### src/rtl/decoder_pulse.sv
// Registered binary-to-one-hot decoder: one accepted code drives its line for HOLD_CYCLES clocks, then all-zero.
// Latency: acceptance cycle N -> line high in cycles N+1..N+HOLD_CYCLES, zero in N+HOLD_CYCLES+1; range_err in N+1.
// Backpressure: in_ready low while a line is held, while enable is low, or during reset. DECODER_PULSE_STICKY_ERR_EN makes range_err sticky.
module decoder_pulse #(
    parameter int IN_WIDTH    = 4,
    parameter int OUT_WIDTH   = 16,
    parameter int HOLD_CYCLES = 4
) (
    input  logic                 clk,
    input  logic                 reset,
    input  logic                 enable,
    input  logic [IN_WIDTH-1:0]  binary_in,
    input  logic                 in_valid,
    output logic                 in_ready,
    output logic [OUT_WIDTH-1:0] decoder_out,
    output logic                 out_valid,
    output logic                 range_err
);

    localparam int CNT_W = $clog2(HOLD_CYCLES + 1);

    localparam logic [0:0] ST_IDLE = 1'b0;
    localparam logic [0:0] ST_HOLD = 1'b1;

    localparam logic [OUT_WIDTH-1:0] ONE_LSB  = {{(OUT_WIDTH-1){1'b0}}, 1'b1};
    localparam logic [CNT_W-1:0]     CNT_LOAD = CNT_W'(HOLD_CYCLES - 1);

    logic [0:0]       state;
    logic [CNT_W-1:0] cnt;
    logic             accept;
    logic             in_range;

    // Reset gates in_ready so a request presented alongside reset is never seen as taken.
    assign in_ready = enable && (state == ST_IDLE) && !reset;
    assign accept   = in_valid && in_ready;
    assign in_range = (32'(binary_in) < 32'(OUT_WIDTH));

    always_ff @(posedge clk) begin
        if (reset) begin
            state       <= ST_IDLE;
            cnt         <= '0;
            decoder_out <= '0;
            out_valid   <= 1'b0;
        end else begin
            case (state)
                ST_IDLE: begin
                    if (accept && in_range) begin
                        decoder_out <= ONE_LSB << binary_in;
                        out_valid   <= 1'b1;
                        cnt         <= CNT_LOAD;
                        state       <= ST_HOLD;
                    end
                end
                ST_HOLD: begin
                    // Dropping enable aborts the pulse; the remaining count is discarded.
                    if (!enable || (cnt == '0)) begin
                        decoder_out <= '0;
                        out_valid   <= 1'b0;
                        cnt         <= '0;
                        state       <= ST_IDLE;
                    end else begin
                        cnt <= cnt - CNT_W'(1);
                    end
                end
                default: begin
                    decoder_out <= '0;
                    out_valid   <= 1'b0;
                    cnt         <= '0;
                    state       <= ST_IDLE;
                end
            endcase
        end
    end

`ifdef DECODER_PULSE_STICKY_ERR_EN
    always_ff @(posedge clk) begin
        if (reset) begin
            range_err <= 1'b0;
        end else if (accept && !in_range) begin
            range_err <= 1'b1;
        end
    end
`else
    always_ff @(posedge clk) begin
        if (reset) begin
            range_err <= 1'b0;
        end else begin
            range_err <= accept && !in_range;
        end
    end
`endif

endmodule
### config.mk
export PLATFORM = sky130hd
export DESIGN_NAME = decoder_pulse
export DESIGN_NICKNAME = d
export VERILOG_FILES = /design/src/rtl/decoder_pulse.sv
export SDC_FILE = /design/constraint.sdc
export NUM_CORES = 1
export LEC_CHECK = 0
export ABC_AREA = 0
export BUFFER_PORTS_ARGS = -buffer_cell sky130_fd_sc_hd__buf_2
export CORE_MARGIN = 4
export CORE_UTILIZATION = 45
export CTS_CLUSTER_SIZE = 25
export DETAILED_ROUTE_END_ITERATION = 8
export GPL_TIMING_DRIVEN = 1
export PLACE_DENSITY = 0.7
export SETUP_SLACK_MARGIN = 0.1
export SYNTH_ARGS = -nofsm -noshare
export SYNTH_HDL_FRONTEND = slang
export SYNTH_SLANG_ARGS = --single-unit
### constraint.sdc
create_clock -name clk -period 2.5 [get_ports clk]
set_clock_uncertainty 0.15 [all_clocks]
set_input_delay 0.75 -clock clk [delete_from_list [all_inputs] [get_ports clk]]
set_output_delay 0.75 -clock clk [all_outputs]
set_load 0.005 [all_outputs]
# After elaboration in Yosys (flattened, before gate mapping)
# Cells that the tools add are included.
[word_totals]
ff_bits = 21
latch_bits = 0
mem_bits_rw = 0
rom_bits = 0
input_bits = 8
output_inout_bits = 19
word_cells = 29
n_memories = 0
[op_classes]
add_sub_neg = 1
mul = 0
div = 0
order_cmp = 0
n_eq_ne = 2
shifts = 1
n_mux = 12
n_bitwise = 1
reduce_logical = 8
[op_table]
columns = ["cell", "count"]
rows = [
  ["$mux W16", 2],
  ["$pmux W16 S2", 1],
  ["$shl A1 B4 Y16 const A", 1],
  ["$mux W3", 2],
  ["$pmux W3 S2", 1],
  ["$mux W1", 4],
  ["$pmux W1 S2", 2],
  ["$logic_and A1 B1 Y1", 3],
  ["$logic_not A3 Y1", 1],
  ["$sub A3 B1 Y3 const B", 1],
  ["$logic_not A1 Y1", 2],
  ["$ne A2 B1 Y1 const B", 1],
  ["$ne A2 B2 Y1 const B", 1],
  ["$reduce_and A2 Y1", 1],
  ["$logic_or A1 B1 Y1", 1],
  ["$not A1 Y1", 1],
]

# Logic depth before layout (Yosys ltp)
# Gate-level depths: netlist (run 1).
[logic_depth]
word_depth = 6
depth_mapped = 6
depth_no_buf = 5

# Least setup slack after synthesis (run 1)
# Ideal clock, no wire load.
[synth_timing]
path_kind = "in2out"
from = "input enable"
to = "output in_ready"
arrival_time_ns = 1.061
t_required_ns = 1.600
setup_slack_ns = 0.539
cell_stages = 3
path_buffers = 1
cell_sequence = "buf_4 nand2b_1 nor2_1"
[synth_via]
elab_chain_cells = 2
[synth_rtl]
columns = ["item", "line", "rtl"]
rows = [
  ["start, declared", "11", "input logic enable,"],
  ["$logic_and A1 B1 Y1 (2 in a row)", "34", "assign in_ready = enable && (state == ST_IDLE) && !reset;"],
  ["end, declared", "14", "output logic in_ready,"],
]
# Every way passes these cells.

# Worst setup path in the final report (run 1)
# Ends and elaborated chain as after synthesis.

==> key figures, run 1 <==
GRT
  – Met1 usage: 0.184
  – Global route overflow: 0
  – First-pass GRT wire length: 3280 µm
  – GRT met2 Usage: 0.252
  – Vias in the first global route: around 790
  – Global routing usage on met3: 0.0245
  – Global Route Usage Sum: 0.149
  – Peak-usage layer in the global routing report: met2
  – Largest net degree at the start of global routing: 23
  – Antenna violations before repair: 0

Finish
  – Fill count: about 220
  – ANT cells: 0
  – Final Util: 0.561
  – Nets: 145
  – P&R area growth vs syn: 15.4%
  – Layout cell share with drive strength beyond 1: 0.269

STA
  – Tcrit/Tclk final: 0.861
  – RSZ-0062 raised after global routing: false
  – Max Clk Rate: approximately 460 MHz
  – Slew Viols, Final: 0
  – Min cycle time layout: around 2.2 ns
  – Fin. Hold Viols: 0
  – Setup_tns: 0 ns
  – Final setup viols: 0

Routing
  – Initial drt markers: 12
  – WL final: about 1900 µm
  – Router iterations before antenna repair: 4
  – Final ANT Viol Nets: 0
  – Residual DRC: 0
  – Via density: roughly 5.2
  – Via Count: roughly 830
  – Routed len/inst: ~12 µm

Synthesis
  – Post-synth top area share: 0.427
  – Synth area leader: dfxtp_1
  – Adder-cell share of the synthesized area: 0.0254
  – Combinational family with the most area after synthesis: simple AND/OR/NAND/NOR gates
  – Mux cell area share after synthesis: 0
  – Register area share after synthesis: 0.427
  – Distinct cell type count after synthesis: 31
  – Compound-Gate Fraction of Synth Area: 0.162
  – Syn nets: 123
  – Post-Syn Instances: about 110
  – Synthesized area: between 900 and 1000 µm²
  – YS warnings: 0
  – Post-synthesis xor/xnor area fraction: 0
  – Synthesis-stage register bit count: 21
  – Syn avg cell area: 8.70 µm²
  – Largest cells by area after synthesis: dfxtp_1 (43%), nand2b_1 (8.3%), o21ai_0 (5.6%)
  – Post-synthesis simple-gate area fraction: 0.296

Clock network
  – Total CTS buffers: 3
  – CTS tree: done
  – Worst skew pair latency: 0.30 ns
  – Root buffer cell: clkbuf_4
  – Post-CTS Resized: 0
  – Post-cts hold buffer count: 0
  – Clk buf depth: 2
  – # clock sinks: 21
  – Clk pin slew, worst setup/hold paths: roughly 0.12 ns
  – Setup repair bufs after CTS: 0
  – H-tree levels: 1

Power
  – Leak: roughly 0.46 nW
  – Worst-case vdd ir drop: between 0.2 and 0.3 mV
  – Power Density: slightly above 500 nW/µm²

Critical path
  – Worst EP arrival: 1.25 ns
  – CP Data Required Time: between 1.5 and 2 ns
  – Crit path kind: in2out
  – Reg2reg path depth: 3
  – Reg-to-Reg End: cnt[2]
  – Setup slack, reg-to-reg: between 0.9 and 1 ns
  – Crit. End Element: output pin
  – R2R Path Start: state
  – CP Launch Type: input port
  – Critical path fanouts, max: 11

Floorplanning
  – Area of the core: a little over 2000 µm²
  – Die Width: 54.8 µm
  – Die height: between 50 and 60 µm
  – Cell Rows: 16
  – Starting density of the core: 0.486
  – Die area: 3000 µm²
  – Ports: 27

Outcome
  – Status: finished, final reports clean

Min path
  – Worst Hold End: decoder_out[0]
  – Hold Path Depth: 2
  – Hold Path Class: reg2reg
  – HP Start: decoder_out[0]

Placement
  – Final GP Congestion: around 0.77
  – DP Wirelength: 1460 µm
  – PortBufs: 25

Flow run
  – Max-cap violations: 0
critical path, stage by stage:
cell      delay, ns
buf_2          0.20
nand2b_1       0.10
nor2_1         0.08
buf_2          0.12
cell families (layout without fill, tap and decap cells):
| family | count (synthesis) | after routing |
|---|---|---|
| buffers and inverters | 18 | 39 |
| DFF | 21 | 21 |
| other | 1 | 1 |
| AOI/OAI and AO/OA | 25 | 25 |
| and+or+nand+nor | 46 | 46 |
| adders and majority gates | 2 | 2 |
where the power goes:
group	switching, mW	total (mW)	internal [mW]	leakage (nW)
clock network	0.104	0.163	0.0595	0.0177
logic	0.0436	0.0775	0.0340	0.276
registers	0.00620	0.348	0.342	0.170
total	0.154	0.589	0.436	0.464
synthesized netlist by cell type (all sizes together):
cell type	number
dfxtp	21
nand2b	14
o21ai	11
clkbuf	8
inv	7
nand3	7
o32ai	6
nand2	5
nand4	4
nor2	4
a21oi	3
buf	3
nor2b	3
a31oi	2
ha	2
nand4b	2
a211oi	1
a221oi	1
and2	1
and2b	1
and4b	1
conb	1
nand3b	1
nor4bb	1
o21bai	1
or2	1
or4b	1
state kept, by name (all words and copies together) (netlist names):
name         cells
state            1
decoder_out     16
cnt              3
out_valid        1
layout make-up:
type                            count  area [µm²]  share of cell area
Inverter                            7        26.3              0.0232
Timing Repair Buffer               28         148               0.130
Sequential cell                    21         420               0.370
Tap cell                           27        33.8              0.0298
Clock buffer                        3        22.5              0.0198
Multi-Input combinational cell     74         479               0.422
Clock inverter                      1        5.00             0.00441
worst max-delay path by stage:
| stage | slack (ns) | to | start | cells past startpoint |
|---|---|---|---|---|
| floorplan | 0.54 | in_ready | enable | 3 |
| global placement | 0.37 | in_ready | enable | 4 |
| detailed placement | 0.35 | in_ready | enable | 4 |
| CTS | 0.35 | in_ready | enable | 4 |
| global route | 0.30 | in_ready | enable | 4 |
| finish | 0.35 | in_ready | enable | 4 |
cells in the final DEF, fill, tap and decap left out, drive strengths merged:
cell / synthesis / routed
a211oi: 1 / 1
a21oi: 3 / 3
a221oi: 1 / 1
a31oi: 2 / 2
and2: 1 / 1
and2b: 1 / 1
and4b: 1 / 1
buf: 3 / 28
clkbuf: 8 / 3
clkinv: 0 / 1
conb: 1 / 1
dfxtp: 21 / 21
ha: 2 / 2
inv: 7 / 7
nand2: 5 / 5
nand2b: 14 / 14
nand3: 7 / 7
nand3b: 1 / 1
nand4: 4 / 4
nand4b: 2 / 2
nor2: 4 / 4
nor2b: 3 / 3
nor4bb: 1 / 1
o21ai: 11 / 11
o21bai: 1 / 1
o32ai: 6 / 6
or2: 1 / 1
or4b: 1 / 1
through the flow:
step / cells / hold slack (ns) / instance area [µm²] / setup slack, ns / power [mW]
detailed placement: 157 / 0.314 / 1110 / 0.352 / 0.434
finish: 161 / 0.330 / 1130 / 0.348 / 0.589
global route: 161 / 0.344 / 1130 / 0.301 / 0.624
global placement: 157 / 0.308 / 1110 / 0.373 / 0.432
floorplan: 113 / 0.316 / 983 / 0.539 / 0.414
CTS: 161 / 0.334 / 1130 / 0.350 / 0.596
routing by layer:
metal / wire length (µm) / part of all wire
met3: 102 / 0.053
met2: 938 / 0.49
met4: 12 / 0.0062
met5: 0 / 0
met1: 867 / 0.45
Power figures use the tool's default switching activity.
==> run 2, diff against run 1 <==
--- a/config.mk
+++ b/config.mk
@@ -12,7 +12,7 @@
 export CTS_CLUSTER_SIZE = 25
 export DETAILED_ROUTE_END_ITERATION = 8
 export GPL_TIMING_DRIVEN = 1
-export PLACE_DENSITY = 0.7
+export PLACE_DENSITY = 0.81
 export SETUP_SLACK_MARGIN = 0.1
 export SYNTH_ARGS = -nofsm -noshare
 export SYNTH_HDL_FRONTEND = slang
==> key figures, run 2 (same netlist as run 1, synthesis figures left out) <==
Routing
  – Router iterations before antenna repair: 4
  – Routed len/inst: 12.9 µm
  – Residual DRC: 0
  – Via Count: about 840
  – Initial drt markers: 8
  – WL final: a little over 2000 µm
  – Via density: approximately 5.2
  – Final ANT Viol Nets: 0

Floorplanning
  – Area of the core: a little over 2000 µm²
  – Die Width: between 50 and 60 µm
  – Die height: approximately 55 µm
  – Ports: 27
  – Cell Rows: 16
  – Starting density of the core: 0.486
  – Die area: roughly 3000 µm²

GRT
  – Met1 usage: 0.191
  – Antenna violations before repair: 0
  – Global route overflow: 0
  – Vias in the first global route: ~810
  – Global Route Usage Sum: 0.160
  – GRT met2 Usage: 0.281
  – Global routing usage on met3: 0.0245
  – First-pass GRT wire length: ~3500 µm
  – Largest net degree at the start of global routing: 23
  – Peak-usage layer in the global routing report: met2

STA
  – Setup_tns: 0 ns
  – Final setup viols: 0
  – RSZ-0062 raised after global routing: false
  – Setup ws final: about 0.35 ns
  – Tcrit/Tclk final: 0.858
  – Slew Viols, Final: 0
  – Min cycle time layout: 2.15 ns
  – Max Clk Rate: 466 MHz
  – Fin. Hold Viols: 0

Critical path
  – Crit path depth: 4
  – Crit path kind: in2out
  – Crit. End Element: output pin
  – Reg-to-Reg End: cnt[2]
  – CP most frequent cell: buf_2
  – CP Data Required Time: 1.60 ns
  – CP startpoint: enable
  – WP buf/inv: 2
  – Worst-path cell chain: buf_2 -> nand2b_1 -> nor2_1 -> buf_2
  – CP peak stage delay: about 0.2 ns
  – Critical path fanouts, max: 11
  – Worst path slowest cell: buf_2
  – Critical path's top delay family: buffers and inverters
  – Reg2reg path depth: 3
  – R2R Path Start: state
  – Worst EP arrival: 1.25 ns
  – CP Capture Point: in_ready
  – CP Launch Type: input port
  – Setup slack, reg-to-reg: about 0.94 ns

Finish
  – Fill count: about 190
  – Commonest non-fill, non-tap cells in the layout: buf_2 (25), dfxtp_1 (21), nand2b_1 (13)
  – P&R area growth vs syn: 15.4%
  – Largest register FFs: 16
  – ANT cells: 0
  – Final std cells w/o fill: 161
  – Reg with most FFs: decoder_out
  – Largest registers: decoder_out x16, cnt x3
  – Final Util: 0.561
  – Commonest non-fill, non-tap cell in the layout: buf_2
  – Nets: 145
  – Layout cell share with drive strength beyond 1: 0.269

Clock network
  – Clk pin slew, worst setup/hold paths: roughly 0.12 ns
  – Total CTS buffers: 3
  – Worst skew pair latency: 0.29 ns
  – # clock sinks: 21
  – Setup repair bufs after CTS: 0
  – Post-CTS Resized: 0
  – Post-cts hold buffer count: 0
  – H-tree levels: 1
  – Root buffer cell: clkbuf_4
  – CTS tree: done
  – Clk buf depth: 2

Placement
  – Placed cells: about 160
  – Final GP Congestion: roughly 0.68
  – DP Wirelength: ~1500 µm
  – Dpl ws: between 0.3 and 0.4 ns
  – PortBufs: 25

Power
  – Power share of the sequential group: 0.592
  – Comb power frac: 0.135
  – Leak: about 0.46 nW
  – Pwr Total: approximately 600 µW
  – Net Sw Frac: 0.260
  – Sw Pwr: 153 µW
  – Power Density: a little over 500 nW/µm²
  – Pint: roughly 440 µW
  – Clock power share: 0.273
  – Worst-case vdd ir drop: 0.301 mV

Flow run
  – Max-cap violations: 0

Min path
  – Hold Path Class: reg2reg

Outcome
  – Status: finished, final reports clean
==> run 2: cell counts in the layout (fill, tap and decap cells not counted) <==
Identical to the previous run, type by type.
==> run 2: area by class of cell <==
class	count	area (µm²)	share of cell area
Multi-Input combinational cell	74	479	0.422
Sequential cell	21	420	0.370
Timing Repair Buffer	28	148	0.130
Tap cell	27	33.8	0.0298
Inverter	7	26.3	0.0232
Clock buffer	3	22.5	0.0198
Clock inverter	1	5.00	0.00441
==> run 2: stage by stage <==
step / hold slack [ns] / instance area, µm²
4_1_cts: 0.330 / 1130
6_report: 0.327 / 1130
3_3_place_gp: 0.313 / 1110
3_5_place_dp: 0.310 / 1110
5_1_grt: 0.355 / 1130
2_1_floorplan: 0.316 / 983
==> run 2: routing by layer <==
layer,share of wire,up-vias
li1,-,435
met1,0.45,390
met2,0.50,15
met3,0.045,2
met4,0.0048,0
met5,0,-
==> run 2: worst min-delay path by stage <==
| stage | from | endpoint | slack (ns) | cells after the start |
|---|---|---|---|---|
| after detailed placement | decoder_out[13] | decoder_out[13] | 0.31 | 2 |
| after CTS | decoder_out[13] | decoder_out[13] | 0.33 | 2 |
| after global routing | decoder_out[15] | decoder_out[15] | 0.35 | 2 |
| after global placement | decoder_out[10] | decoder_out[10] | 0.31 | 2 |
| final | decoder_out[13] | decoder_out[13] | 0.33 | 2 |
| after floorplan | decoder_out[12] | decoder_out[12] | 0.32 | 2 |
==> run 2: tightest hold or removal path, stage by stage (launching register included) <==
cell and delay, ns:
dfxtp_1 0.33, nand2b_1 0.06, o21ai_0 0.06
==> run 2: power by group through the flow <==
stage	clock, mW	combinational, mW	sequential [mW]
floorplan	0	0.0603	0.354
global placement	0	0.0754	0.355
detailed placement	0	0.0796	0.356
CTS	0.168	0.0799	0.349
global route	0.180	0.0899	0.350
finish	0.160	0.0797	0.349
==> run 3, diff against run 2 <==
==> constraint.sdc (replaced) <==
create_clock -name clk -period 2.1 [get_ports clk]
set_clock_uncertainty 0.15 [all_clocks]
set_input_delay 0.63 -clock clk [delete_from_list [all_inputs] [get_ports clk]]
set_output_delay 0.63 -clock clk [all_outputs]
set_load 0.005 [all_outputs]
==> key figures, run 3 (same netlist as run 1, synthesis figures left out) <==
Outcome
  – Status: finished, final reports clean

GRT
  – Global Route Usage Sum: 0.159
  – Antenna violations before repair: 0
  – Vias in the first global route: 788
  – Peak-usage layer in the global routing report: met2
  – Largest net degree at the start of global routing: 23
  – GRT met2 Usage: 0.268
  – Global route overflow: 0
  – Met1 usage: 0.196
  – First-pass GRT wire length: 3450 µm
  – Global routing usage on met3: 0.0245

Finish
  – Final Util: 0.561
  – Post-route design area: around 1100 µm²
  – Commonest non-fill, non-tap cell in the layout: buf_2
  – ANT cells: 0
  – P&R area growth vs syn: 15.3%
  – Largest registers: decoder_out x16, cnt x3
  – Reg area: roughly 420 µm²
  – Multi-input logic area: ~480 µm²
  – Fill count: roughly 200
  – Nets: between 100 and 150
  – Commonest non-fill, non-tap cells in the layout: buf_2 (25), dfxtp_1 (21), nand2b_1 (13)
  – Layout cell share with drive strength beyond 1: 0.261
  – Reg with most FFs: decoder_out
  – Largest register FFs: 16

Placement
  – DP Wirelength: roughly 1600 µm
  – Final GP Congestion: 0.676
  – Area after DPL: ~1100 µm²
  – PortBufs: 25

Clock network
  – Root buffer cell: clkbuf_4
  – CTS tree: done
  – H-tree levels: 1
  – Setup repair bufs after CTS: 0
  – Post-cts hold buffer count: 0
  – Clk buf depth: 2
  – Clk pin slew, worst setup/hold paths: 0.11 ns
  – Worst skew pair latency: between 0.2 and 0.3 ns
  – # clock sinks: 21
  – Total CTS buffers: 3
  – Post-CTS Resized: 0

Critical path
  – Critical path fanouts, max: 11
  – CP startpoint: enable
  – Setup slack, reg-to-reg: 0.50 ns
  – Critical path's top delay family: buffers and inverters
  – Crit path kind: in2out
  – Reg2reg path depth: 3
  – WP buf/inv: 2
  – Worst-path cell chain: buf_2 -> nand2b_1 -> nor2_1 -> buf_2
  – CP most frequent cell: buf_2
  – CP peak stage delay: about 0.20 ns
  – Worst EP arrival: between 1 and 1.5 ns
  – R2R Path Start: state
  – Crit path depth: 4
  – Worst path slowest cell: buf_2
  – Crit. End Element: output pin
  – CP Launch Type: input port
  – CP Data Required Time: approximately 1.3 ns

Min path
  – Hold Path Depth: 2
  – HP Start: decoder_out[10]
  – Hold Path Class: reg2reg

STA
  – RSZ-0062 raised after global routing: false
  – Max Clk Rate: between 500 and 600 MHz
  – Setup_tns: 0 ns
  – Slew Viols, Final: 0
  – Tcrit/Tclk final: 0.911
  – Final setup viols: 0
  – Fin. Hold Viols: 0
  – Min cycle time layout: about 1.9 ns

Floorplanning
  – Area of the core: a little over 2000 µm²
  – Die height: ~55 µm
  – Cell Rows: 16
  – Ports: 27
  – Die area: 3000 µm²
  – Die Width: around 55 µm
  – Starting density of the core: 0.486

Power
  – Pwr Total: between 700 and 800 µW
  – Leak: between 0.4 and 0.5 nW
  – Power Density: roughly 620 nW/µm²
  – Worst-case vdd ir drop: 0.319 mV

Flow run
  – Max-cap violations: 0

Routing
  – Via density: 5.46
  – Initial drt markers: 13
  – Router iterations before antenna repair: 4
  – Routed len/inst: around 13 µm
  – Final ANT Viol Nets: 0
  – Residual DRC: 0
  – WL final: between 2000 and 2500 µm
  – Via Count: ~880
[run 3: cell types whose count changed in the layout (fill, tap and decap cells not counted), sizes merged]
cell	delta
clkbuf	+1
clkinv	-1
[run 3: per-stage QoR]
step	cells	worst slack (ns)	hold slack [ns]
finish	161	0.187	0.331
global route	161	0.107	0.349
CTS	161	0.185	0.336
detailed placement	157	0.184	0.318
global placement	157	0.208	0.311
floorplan	113	0.358	0.316
[run 3: final cells by class]
type,instances,share of cell area
repair buffers,28,0.130
clock buffers,4,0.0232
multi-input cells,74,0.423
inverters,7,0.0232
flip-flops and latches,21,0.371
well taps,27,0.0298
[run 3: power breakdown]
group / leakage [nW] / internal (mW) / switching [mW] / total [mW]
logic: 0.276 / 0.0409 / 0.0563 / 0.0971
registers: 0.170 / 0.407 / 0.00781 / 0.415
clock network: 0.0150 / 0.0737 / 0.116 / 0.190
[run 3: routing by layer]
| layer | vias to the layer above | share of wire | routed length [µm] |
|---|---|---|---|
| met3 | 4 | 0.058 | 123 |
| li1 | 433 | - | - |
| met5 | - | 0 | 0 |
| met1 | 411 | 0.42 | 899 |
| met2 | 31 | 0.50 | 1060 |
| met4 | 0 | 0.017 | 35 |
[run 3: path summary, 6_finish.rpt]
path | end
hold / removal | decoder_out[10]
setup / recovery | in_ready
setup reg to reg | cnt[2]
hold reg to reg | decoder_out[10]
[run 3: worst reg2reg max path: stages (launching register included)]
cell	delay, ns
dfxtp_1	0.61
nand2_4	0.07
or4b_1	0.51
a31oi_1	0.19
